--- src/rtl/alu_arbiter.sv ---
// alu_arbiter: round-robin sharing of one registered ALU (1-cycle latency) among NUM_REQ requesters.
// Optional grant lock per requester is compiled in with `define ALU_ARB_LOCK_EN (adds port req_lock).
module alu_arbiter #(
   parameter int DATA_BITS = 8,
   parameter int NUM_REQ   = 2
) (
   input  logic                         clk,
   input  logic                         reset_n,
   input  logic [NUM_REQ-1:0]           req_valid,
   input  logic [NUM_REQ*DATA_BITS-1:0] req_a,
   input  logic [NUM_REQ*DATA_BITS-1:0] req_b,
   input  logic [NUM_REQ-1:0]           req_sub,
`ifdef ALU_ARB_LOCK_EN
   input  logic [NUM_REQ-1:0]           req_lock,
`endif
   output logic [NUM_REQ-1:0]           req_ready,
   output logic [NUM_REQ-1:0]           rsp_valid,
   output logic [DATA_BITS-1:0]         rsp_result,
   output logic                         rsp_cout,
   output logic                         rsp_zero,
   output logic [DATA_BITS-1:0]         alu_a,
   output logic [DATA_BITS-1:0]         alu_b,
   output logic                         alu_cin,
   input  logic [DATA_BITS-1:0]         alu_result,
   input  logic                         alu_cout
);

   localparam int IDX_W = (NUM_REQ > 1) ? $clog2(NUM_REQ) : 1;
   localparam int SUM_W = IDX_W + 1;
   localparam logic [IDX_W-1:0] LAST_IDX = IDX_W'(NUM_REQ - 1);
   localparam logic [SUM_W-1:0] NUM_REQ_W = SUM_W'(NUM_REQ);

   logic [IDX_W-1:0] rr_ptr_q;
   logic [IDX_W-1:0] rr_ptr_d;
   logic             inflight_q;
   logic             inflight_d;
   logic [IDX_W-1:0] tag_q;
   logic [IDX_W-1:0] tag_d;

   logic             grant_vld_s;
   logic [IDX_W-1:0] grant_idx_s;
   logic             hit_s;
   logic [SUM_W-1:0] sum_s;
   logic [IDX_W-1:0] cand_s;

`ifdef ALU_ARB_LOCK_EN
   logic             lock_q;
   logic             lock_d;
   logic [IDX_W-1:0] lock_idx_q;
   logic [IDX_W-1:0] lock_idx_d;
   logic             lock_hit_s;
`endif

   // Winner selection: first valid requester after rr_ptr, overridden by a held lock.
   always_comb begin
      grant_vld_s = 1'b0;
      grant_idx_s = '0;
      hit_s       = 1'b0;
      sum_s       = '0;
      cand_s      = '0;
      for (int k = 1; k <= NUM_REQ; k++) begin
         sum_s       = {1'b0, rr_ptr_q} + SUM_W'(k);
         sum_s       = (sum_s >= NUM_REQ_W) ? (sum_s - NUM_REQ_W) : sum_s;
         cand_s      = sum_s[IDX_W-1:0];
         hit_s       = !grant_vld_s && req_valid[cand_s];
         grant_idx_s = hit_s ? cand_s : grant_idx_s;
         grant_vld_s = grant_vld_s | hit_s;
      end
`ifdef ALU_ARB_LOCK_EN
      lock_hit_s  = lock_q && req_valid[lock_idx_q] && req_lock[lock_idx_q];
      grant_idx_s = lock_hit_s ? lock_idx_q : grant_idx_s;
      grant_vld_s = grant_vld_s | lock_hit_s;
`endif
      grant_vld_s = grant_vld_s & reset_n;
   end

   // Grant vector and ALU operand mux; everything is zero when nothing is granted.
   always_comb begin
      req_ready = '0;
      alu_a     = '0;
      alu_b     = '0;
      alu_cin   = 1'b0;
      if (grant_vld_s) begin
         req_ready[grant_idx_s] = 1'b1;
         alu_a   = req_a[int'(grant_idx_s)*DATA_BITS +: DATA_BITS];
         alu_b   = req_b[int'(grant_idx_s)*DATA_BITS +: DATA_BITS];
         alu_cin = req_sub[grant_idx_s];
      end else begin
         req_ready = '0;
      end
   end

   // Next-state: remember the winner so its result can be routed back one cycle later.
   always_comb begin
      rr_ptr_d   = rr_ptr_q;
      tag_d      = tag_q;
      inflight_d = grant_vld_s;
      if (grant_vld_s) begin
         rr_ptr_d = grant_idx_s;
         tag_d    = grant_idx_s;
      end else begin
         rr_ptr_d = rr_ptr_q;
      end
`ifdef ALU_ARB_LOCK_EN
      lock_d     = grant_vld_s & req_lock[grant_idx_s];
      lock_idx_d = grant_vld_s ? grant_idx_s : lock_idx_q;
`endif
   end

   // State registers with synchronous active-low reset.
   always_ff @(posedge clk) begin
      if (!reset_n) begin
         rr_ptr_q   <= LAST_IDX;
         inflight_q <= 1'b0;
         tag_q      <= '0;
`ifdef ALU_ARB_LOCK_EN
         lock_q     <= 1'b0;
         lock_idx_q <= '0;
`endif
      end else begin
         rr_ptr_q   <= rr_ptr_d;
         inflight_q <= inflight_d;
         tag_q      <= tag_d;
`ifdef ALU_ARB_LOCK_EN
         lock_q     <= lock_d;
         lock_idx_q <= lock_idx_d;
`endif
      end
   end

   // Response routing: the ALU result lands one cycle after the grant.
   always_comb begin
      rsp_valid  = '0;
      rsp_result = alu_result;
      rsp_cout   = alu_cout;
      rsp_zero   = ~|alu_result;
      if (inflight_q && reset_n) begin
         rsp_valid[tag_q] = 1'b1;
      end else begin
         rsp_valid = '0;
      end
   end

endmodule

--- config.mk ---
export PLATFORM = sky130hd
export DESIGN_NAME = alu_arbiter
export DESIGN_NICKNAME = d
export VERILOG_FILES = /design/src/rtl/alu_arbiter.sv
export SDC_FILE = /design/constraint.sdc
export NUM_CORES = 1
export LEC_CHECK = 0
export BUFFER_PORTS_ARGS = -buffer_cell sky130_fd_sc_hd__clkbuf_2
export CAP_MARGIN = 20
export CORE_MARGIN = 2
export CORE_UTILIZATION = 27
export DETAILED_ROUTE_END_ITERATION = 10
export PLACE_DENSITY = 0.83
export SYNTH_ARGS = -nofsm -noshare
export SYNTH_HDL_FRONTEND = slang
export SYNTH_SLANG_ARGS = --single-unit
--- constraint.sdc ---
create_clock -name clk -period 3.8 [get_ports clk]
set_input_delay 0.76 -clock clk [delete_from_list [all_inputs] [get_ports clk]]
set_output_delay 0.76 -clock clk [all_outputs]
set_load 0.005 [all_outputs]
==> run metrics, run 1 <==
MaxCap Viol Count 0; maximum VDD drop 124 uV; Initial Util 28.7%; Post-Synth Simple-Gate Area ~15%; CP Launch Type input pin; Final Wtd Congestion 0.675; Ys Warns 0; fin crit period between 2 and 3 ns; FF-to-FF End tag_q; ANT cells 0; reg2reg path depth 3; dpl ws 1.17 ns; WL per Instance around 11 um; post-synthesis xor/xnor area fraction 0%; core area 1490 um2; Worst EP arrival 1.85 ns; setup slack, reg-to-reg between 3 and 4 ns; met3 usage under 10%; grt peak-use layer met2; syn_nets 96; setup violators final 0; row cnt 14; static leakage 0.473 nW; Clock Sink Count 3; largest net degree at the start of global routing 19; RR Startpoint tag_q; EDFF count, synth 0; Worst EP required between 3 and 4 ns; Routed WL between 1000 and 1500 um; post-synth top area cell a22o_2; post-synthesis adder-cell area fraction 0%; total number of vias between 600 and 700; layout cells sized above 1 between 70 and 80%; RSZ-0062 raised after global routing no; nets@finish roughly 160; Rel. slew slack 60.5%; Max Freq 384 MHz; Clock Pin Slew Worst Setup and Hold Paths ~0.04 ns; worst skew pair latency ~0.23 ns; critical path startpoint req_valid[0]; Compound-Gate Fraction of Synth Area 45.2%; fillers 151; GR Util met1 14.4%; Layout Area Growth over Synthesis 74.2%; num ports between 70 and 80; combinational family with the most area after synthesis compound AO/OA/AOI/OAI gates; IO Port Bufs 75; clk root buf clkbuf_4; Critical Path End Type primary output; Final WS setup 1.19 ns; antenna violations before repair 0; Min-Delay Path Depth 2; Synth Instances between 40 and 50; PD cells 217 nW/um2; cts hold-fix bufs 0; CTS Buffer Depth 2; die area 1910 um2; min-delay src rr_ptr_q; most instantiated cells after synthesis a22o_1, buf_4, a22o_2; Fin. Hold Viols 0; number of synthesized register bits 3; Die H 43.8 um; CTS H-tree lvls 1; post-cts sizing count 0; worst hold endpoint rr_ptr_q; Max FO, Critical Path 18; CP Class in -> out; die width between 40 and 50 um; Antenna Violating Nets Remaining 0; Total Routing Usage GR 14.7%; Least-Margin Pin Slew 0.593 ns; Top FF cell, synth dfxtp_1; met2 Usage GRT 28.8%; drt via density ~4.7; drt pass-1 iters 3; Cell variety after synth 17; total grt overflow 0; multiplexer area fraction after synthesis 0%; outcome completed; synth top area cells a22o_2, a22o_1, buf_4; Seq/Total Area, Yosys between 10 and 15%; CTS Buf Count 3; CTS tree done; Syn Area/Cell 8.71 um2; Starting DRT DRC Count 4; worst clock skew 0.00137 ns; vias in the first global route between 500 and 600; first-pass GRT wire length 2200 um; utilization after layout 49.9%; Setup Fix Bufs, Post-CTS 0; Final TNS setup 0 ns; final worst path period share 68.6%; Max Transition Viols Final 0; post-synth top area share 18.8%; FFs w/ async S/R, synth 0%; synthesized cell area 427 um2; HP Class reg -> reg; Remaining DRCs 0
[per-layer routing]
layer,wire (um),vias up
met5,0,-
met4,0,0
met3,194,0
met2,756,39
met1,512,265
li1,-,314
[state kept, by name, indices dropped and copies added (netlist names)]
| name | cells |
|---|---|
| inflight_q | 1 |
| rr_ptr_q | 1 |
| tag_q | 1 |
[worst max path at each step]
stage                to  slack (ns)  depth (start not counted)
6_report       alu_b[1]        1.19                          5
5_1_grt        alu_b[1]        1.04                          5
4_1_cts        alu_b[1]        1.17                          5
3_5_place_dp   alu_b[1]        1.17                          5
3_3_place_gp    alu_cin        1.22                          5
2_1_floorplan  alu_a[0]        1.61                          5
[placed cells by master, fill, tap and decap left out]
cell      synthesis  layout
clkbuf_2          0      75
a22o_1            9       9
a22o_2            8       8
nand2_1           4       4
clkbuf_4          0       3
dfxtp_1           3       3
and3_1            2       2
nor2_1            2       2
or4_1             2       2
inv_1             1       1
a21oi_4           1       1
and2b_2           1       1
a21oi_1           1       1
nor2b_1           1       1
o21ai_0           1       1
o21a_1            1       1
clkbuf_1          0       1
[layout make-up]
cell class,instances,area [um2],share of cell area (%)
well taps,16,20.0,2.69
multi-input cells,33,258,34.7
flip-flops and latches,3,60.1,8.08
repair buffers,75,375,50.5
inverters,1,3.75,0.505
clock buffers,4,26.3,3.54
[metrics by stage]
step | total power, W | instance area [um2] | hold slack (ns) | std cells
CTS | 0.000166 | 743 | 0.517 | 132
global route | 0.000172 | 743 | 0.542 | 132
detailed placement | 0.000107 | 717 | 0.505 | 128
floorplan | 0.0000727 | 427 | 0.476 | 49
global placement | 0.000105 | 717 | 0.501 | 128
finish | 0.000161 | 743 | 0.517 | 132
[logic make-up (layout without fill, tap and decap cells)]
logic type	Yosys count	in the layout
DFF	3	3
and+or+nand+nor	12	12
buffers and inverters	13	80
AOI/OAI and AO/OA	21	21
[worst max-delay path, stage by stage]
cell	delay (ns)
clkbuf_2	0.10
nand2_1	0.09
and3_1	0.54
a22o_2	0.24
clkbuf_2	0.11
[report_power, final]
part / internal [W] / switching [W]
Clock: 0.0000393 / 0.0000162
Combinational: 0.0000414 / 0.0000288
Sequential: 0.0000339 / 0.00000124
Total: 0.000115 / 0.0000463
Power figures use the tool's default switching activity.
==> inputs of run 2 (changes only) <==
- ABC_AREA: not set -> 1
- CORE_UTILIZATION: 27 -> 26
- PLACE_DENSITY: 0.83 -> 0.74
- clock period: 3.8 -> 2.2 ns (I/O delays scaled with it)
==> run 2 against run 1 <==
  * Combinational power grew 120%
  * Setup slack worse by 0.76 ns
  * Worst hold slack worse by 0.034 ns
  * Register-to-register slack lost 1.7 ns
  * Global-route usage grew 2.0 points
  * Core utilization is 4.2 points lower
  * Clock power is 79% higher
  * Area after synthesis rose by 26%
  * First-iteration DRC count is 25% higher
  * Sequential cell count is the same
  * Clock skew fell by 0.0013 ns
==> run metrics, run 2 <==
total grt overflow 0; Setup Fix Bufs, Post-CTS 0; most frequent cells in the layout clkbuf_2, nand2_1, nand3_1, nand4_1, nor2_1; row cnt 16; top flop regs inflight_q (1), rr_ptr_q (1), tag_q (1); final cell count without fillers between 150 and 200; placed insts 183; FF-to-FF End rr_ptr_q; Min-Delay Path Depth 2; core area ~2000 um2; Psw between 0.0001 and 0.00015 W; most instantiated cells after synthesis nand2_1, nand3_1, nand4_1; fillers 226; CTS H-tree lvls 1; Worst EP arrival roughly 1.3 ns; Layout Area Growth over Synthesis 67.1%; Critical Path End Type primary output; number of synthesized register bits 3; drt via density 4.72; MaxCap Viol Count 0; worst path cell trace clkbuf_2 > nor2_1 > nor2_4 > nand3_1 > nand2_1 > clkbuf_2; setup violators final 0; Total Routing Usage GR 16.7%; ANT cells 0; Clock Pin Slew Worst Setup and Hold Paths ~0.04 ns; Clock power frac 31.6%; IO Port Bufs 75; Max Transition Viols Final 0; RSZ-0062 raised after global routing no; nets@finish 208; syn_nets 141; maximum VDD drop 220 uV; Gate power share 49.2%; antenna violations before repair 0; largest net degree at the start of global routing 22; worst clock skew 0.0000765 ns; Initial Util between 20% and 30%; fin crit period approximately 1.8 ns; RR Startpoint rr_ptr_q; dpl cell area 871 um2; Remaining DRCs 0; Max FO, Critical Path 18; Syn Area/Cell 5.71 um2; Synth Instances 94; post-synth top area share between 10% and 20%; FFs w/ async S/R, synth 0%; post-cts sizing count 0; most numerous cell in the Yosys netlist nand2_1; HP Class reg -> reg; cts hold-fix bufs 0; vias in the first global route 786; synthesized cell area 537 um2; Cell variety after synth 17; Worst EP required 1.76 ns; CTS Buffer Depth 2; post-synth top area cell nand4_1; static leakage 0.566 nW; Least-Margin Pin Slew 0.375 ns; crit-path max cell delay 0.32 ns; switching portion of total power 35.6%; clk root buf clkbuf_4; Final HPWL DP 1570 um; Rel. slew slack 74.9%; slowest stage cell, crit path nor2_4; WL per Instance 10.5 um; Starting DRT DRC Count 5; Final TNS setup 0 ns; most common cell after layout, fill and taps aside clkbuf_2; die width 49.4 um; Die H 49.4 um; Seq pwr share approximately a fifth; worst skew pair latency 0.24 ns; layout cells sized above 1 53.1%; critical path startpoint req_valid[1]; synth top area cells nand4_1, nand3_1, buf_4; Seq/Total Area, Yosys about 11%; Fin. Hold Viols 0; Final Wtd Congestion 0.663; final worst path period share 80.3%; CTS tree done; EDFF count, synth 0; CTS Buf Count 3; Clock Sink Count 3; total number of vias 883; die area 2440 um2; post-layout instance area 897 um2; worst setup path end alu_a[7]; drt pass-1 iters 4; first-pass GRT wire length between 3000 and 4000 um; most used cell, CP clkbuf_2; outcome completed; Ys Warns 0; CP Class in -> out; Antenna Violating Nets Remaining 0; reg2reg path depth 3; CP Launch Type input pin; setup slack, reg-to-reg 1.35 ns; Routed WL 1960 um; num ports 78; PD cells around 350 nW/um2; P_int a little over 0.0002 W; Top FF cell, synth dfxtp_1; Max Freq about 570 MHz
## run 2: changes by cell type after synthesis, sizes merged, moves of 2 or more
| cell | before | now |
|---|---|---|
| a22o | 17 | 0 |
| and3 | 2 | 0 |
| buf | 12 | 16 |
| nand2 | 4 | 23 |
| nand3 | 0 | 19 |
| nand4 | 0 | 17 |
| nor2 | 2 | 9 |
| or4 | 2 | 0 |
## run 2: cell type report
cell class,instances,area (um2),area share (%)
Clock buffer,4,26.3,2.93
Inverter,2,7.51,0.837
Multi-Input combinational cell,72,352,39.2
Sequential cell,3,60.1,6.69
Tap cell,27,33.8,3.77
Timing Repair Buffer,79,418,46.6
## run 2: cells by family (layout without fill, tap and decap cells)
kind of cell | Yosys count | count (layout) | share of synthesized area (%)
and+or+nand+nor | 69 | 69 | 62.7
buffers and inverters | 19 | 85 | 23.3
AOI/OAI and AO/OA | 3 | 3 | 2.79
DFF | 3 | 3 | 11.2
## run 2: critical path: cells and delay by family
family        cells  cell delay [ns]
buf+inv           2             0.26
simple gates      4             0.62
## run 2: power by group through the flow
stage                     Combinational [W]  Clock (W)  Sequential [W]
after floorplan                   0.0000819          0       0.0000608
after global placement             0.000153          0       0.0000611
after detailed placement           0.000157          0       0.0000615
after CTS                          0.000157   0.000102       0.0000606
after global routing               0.000175   0.000106       0.0000609
final                              0.000155  0.0000996       0.0000606
## run 2: how the worst min path moves through the flow
stage / startpoint / to / slack, ns
2_1_floorplan: rr_ptr_q / rr_ptr_q / 0.45
3_3_place_gp: rr_ptr_q / rr_ptr_q / 0.46
3_5_place_dp: rr_ptr_q / rr_ptr_q / 0.47
4_1_cts: rr_ptr_q / rr_ptr_q / 0.48
5_1_grt: rr_ptr_q / rr_ptr_q / 0.50
6_report: rr_ptr_q / rr_ptr_q / 0.48
## run 2: through the flow
stage / total power, W / util (%) / setup WS, ns / hold WS, ns
floorplan: 0.000143 / - / 0.795 / 0.449
global placement: 0.000214 / 44.4 / 0.480 / 0.462
detailed placement: 0.000218 / 44.4 / 0.411 / 0.471
CTS: 0.000320 / 45.7 / 0.411 / 0.481
global route: 0.000342 / 45.7 / 0.275 / 0.503
finish: 0.000315 / 45.7 / 0.433 / 0.484
## run 2: per-layer routing
metal	wire, um	share of wire, %	vias up	GRT usage [%]
met5	0	0	-	0
met4	42	2.1	0	10.2
met3	221	11	4	2.15
met2	892	46	61	29.3
met1	802	41	362	19.0
li1	-	-	456	-
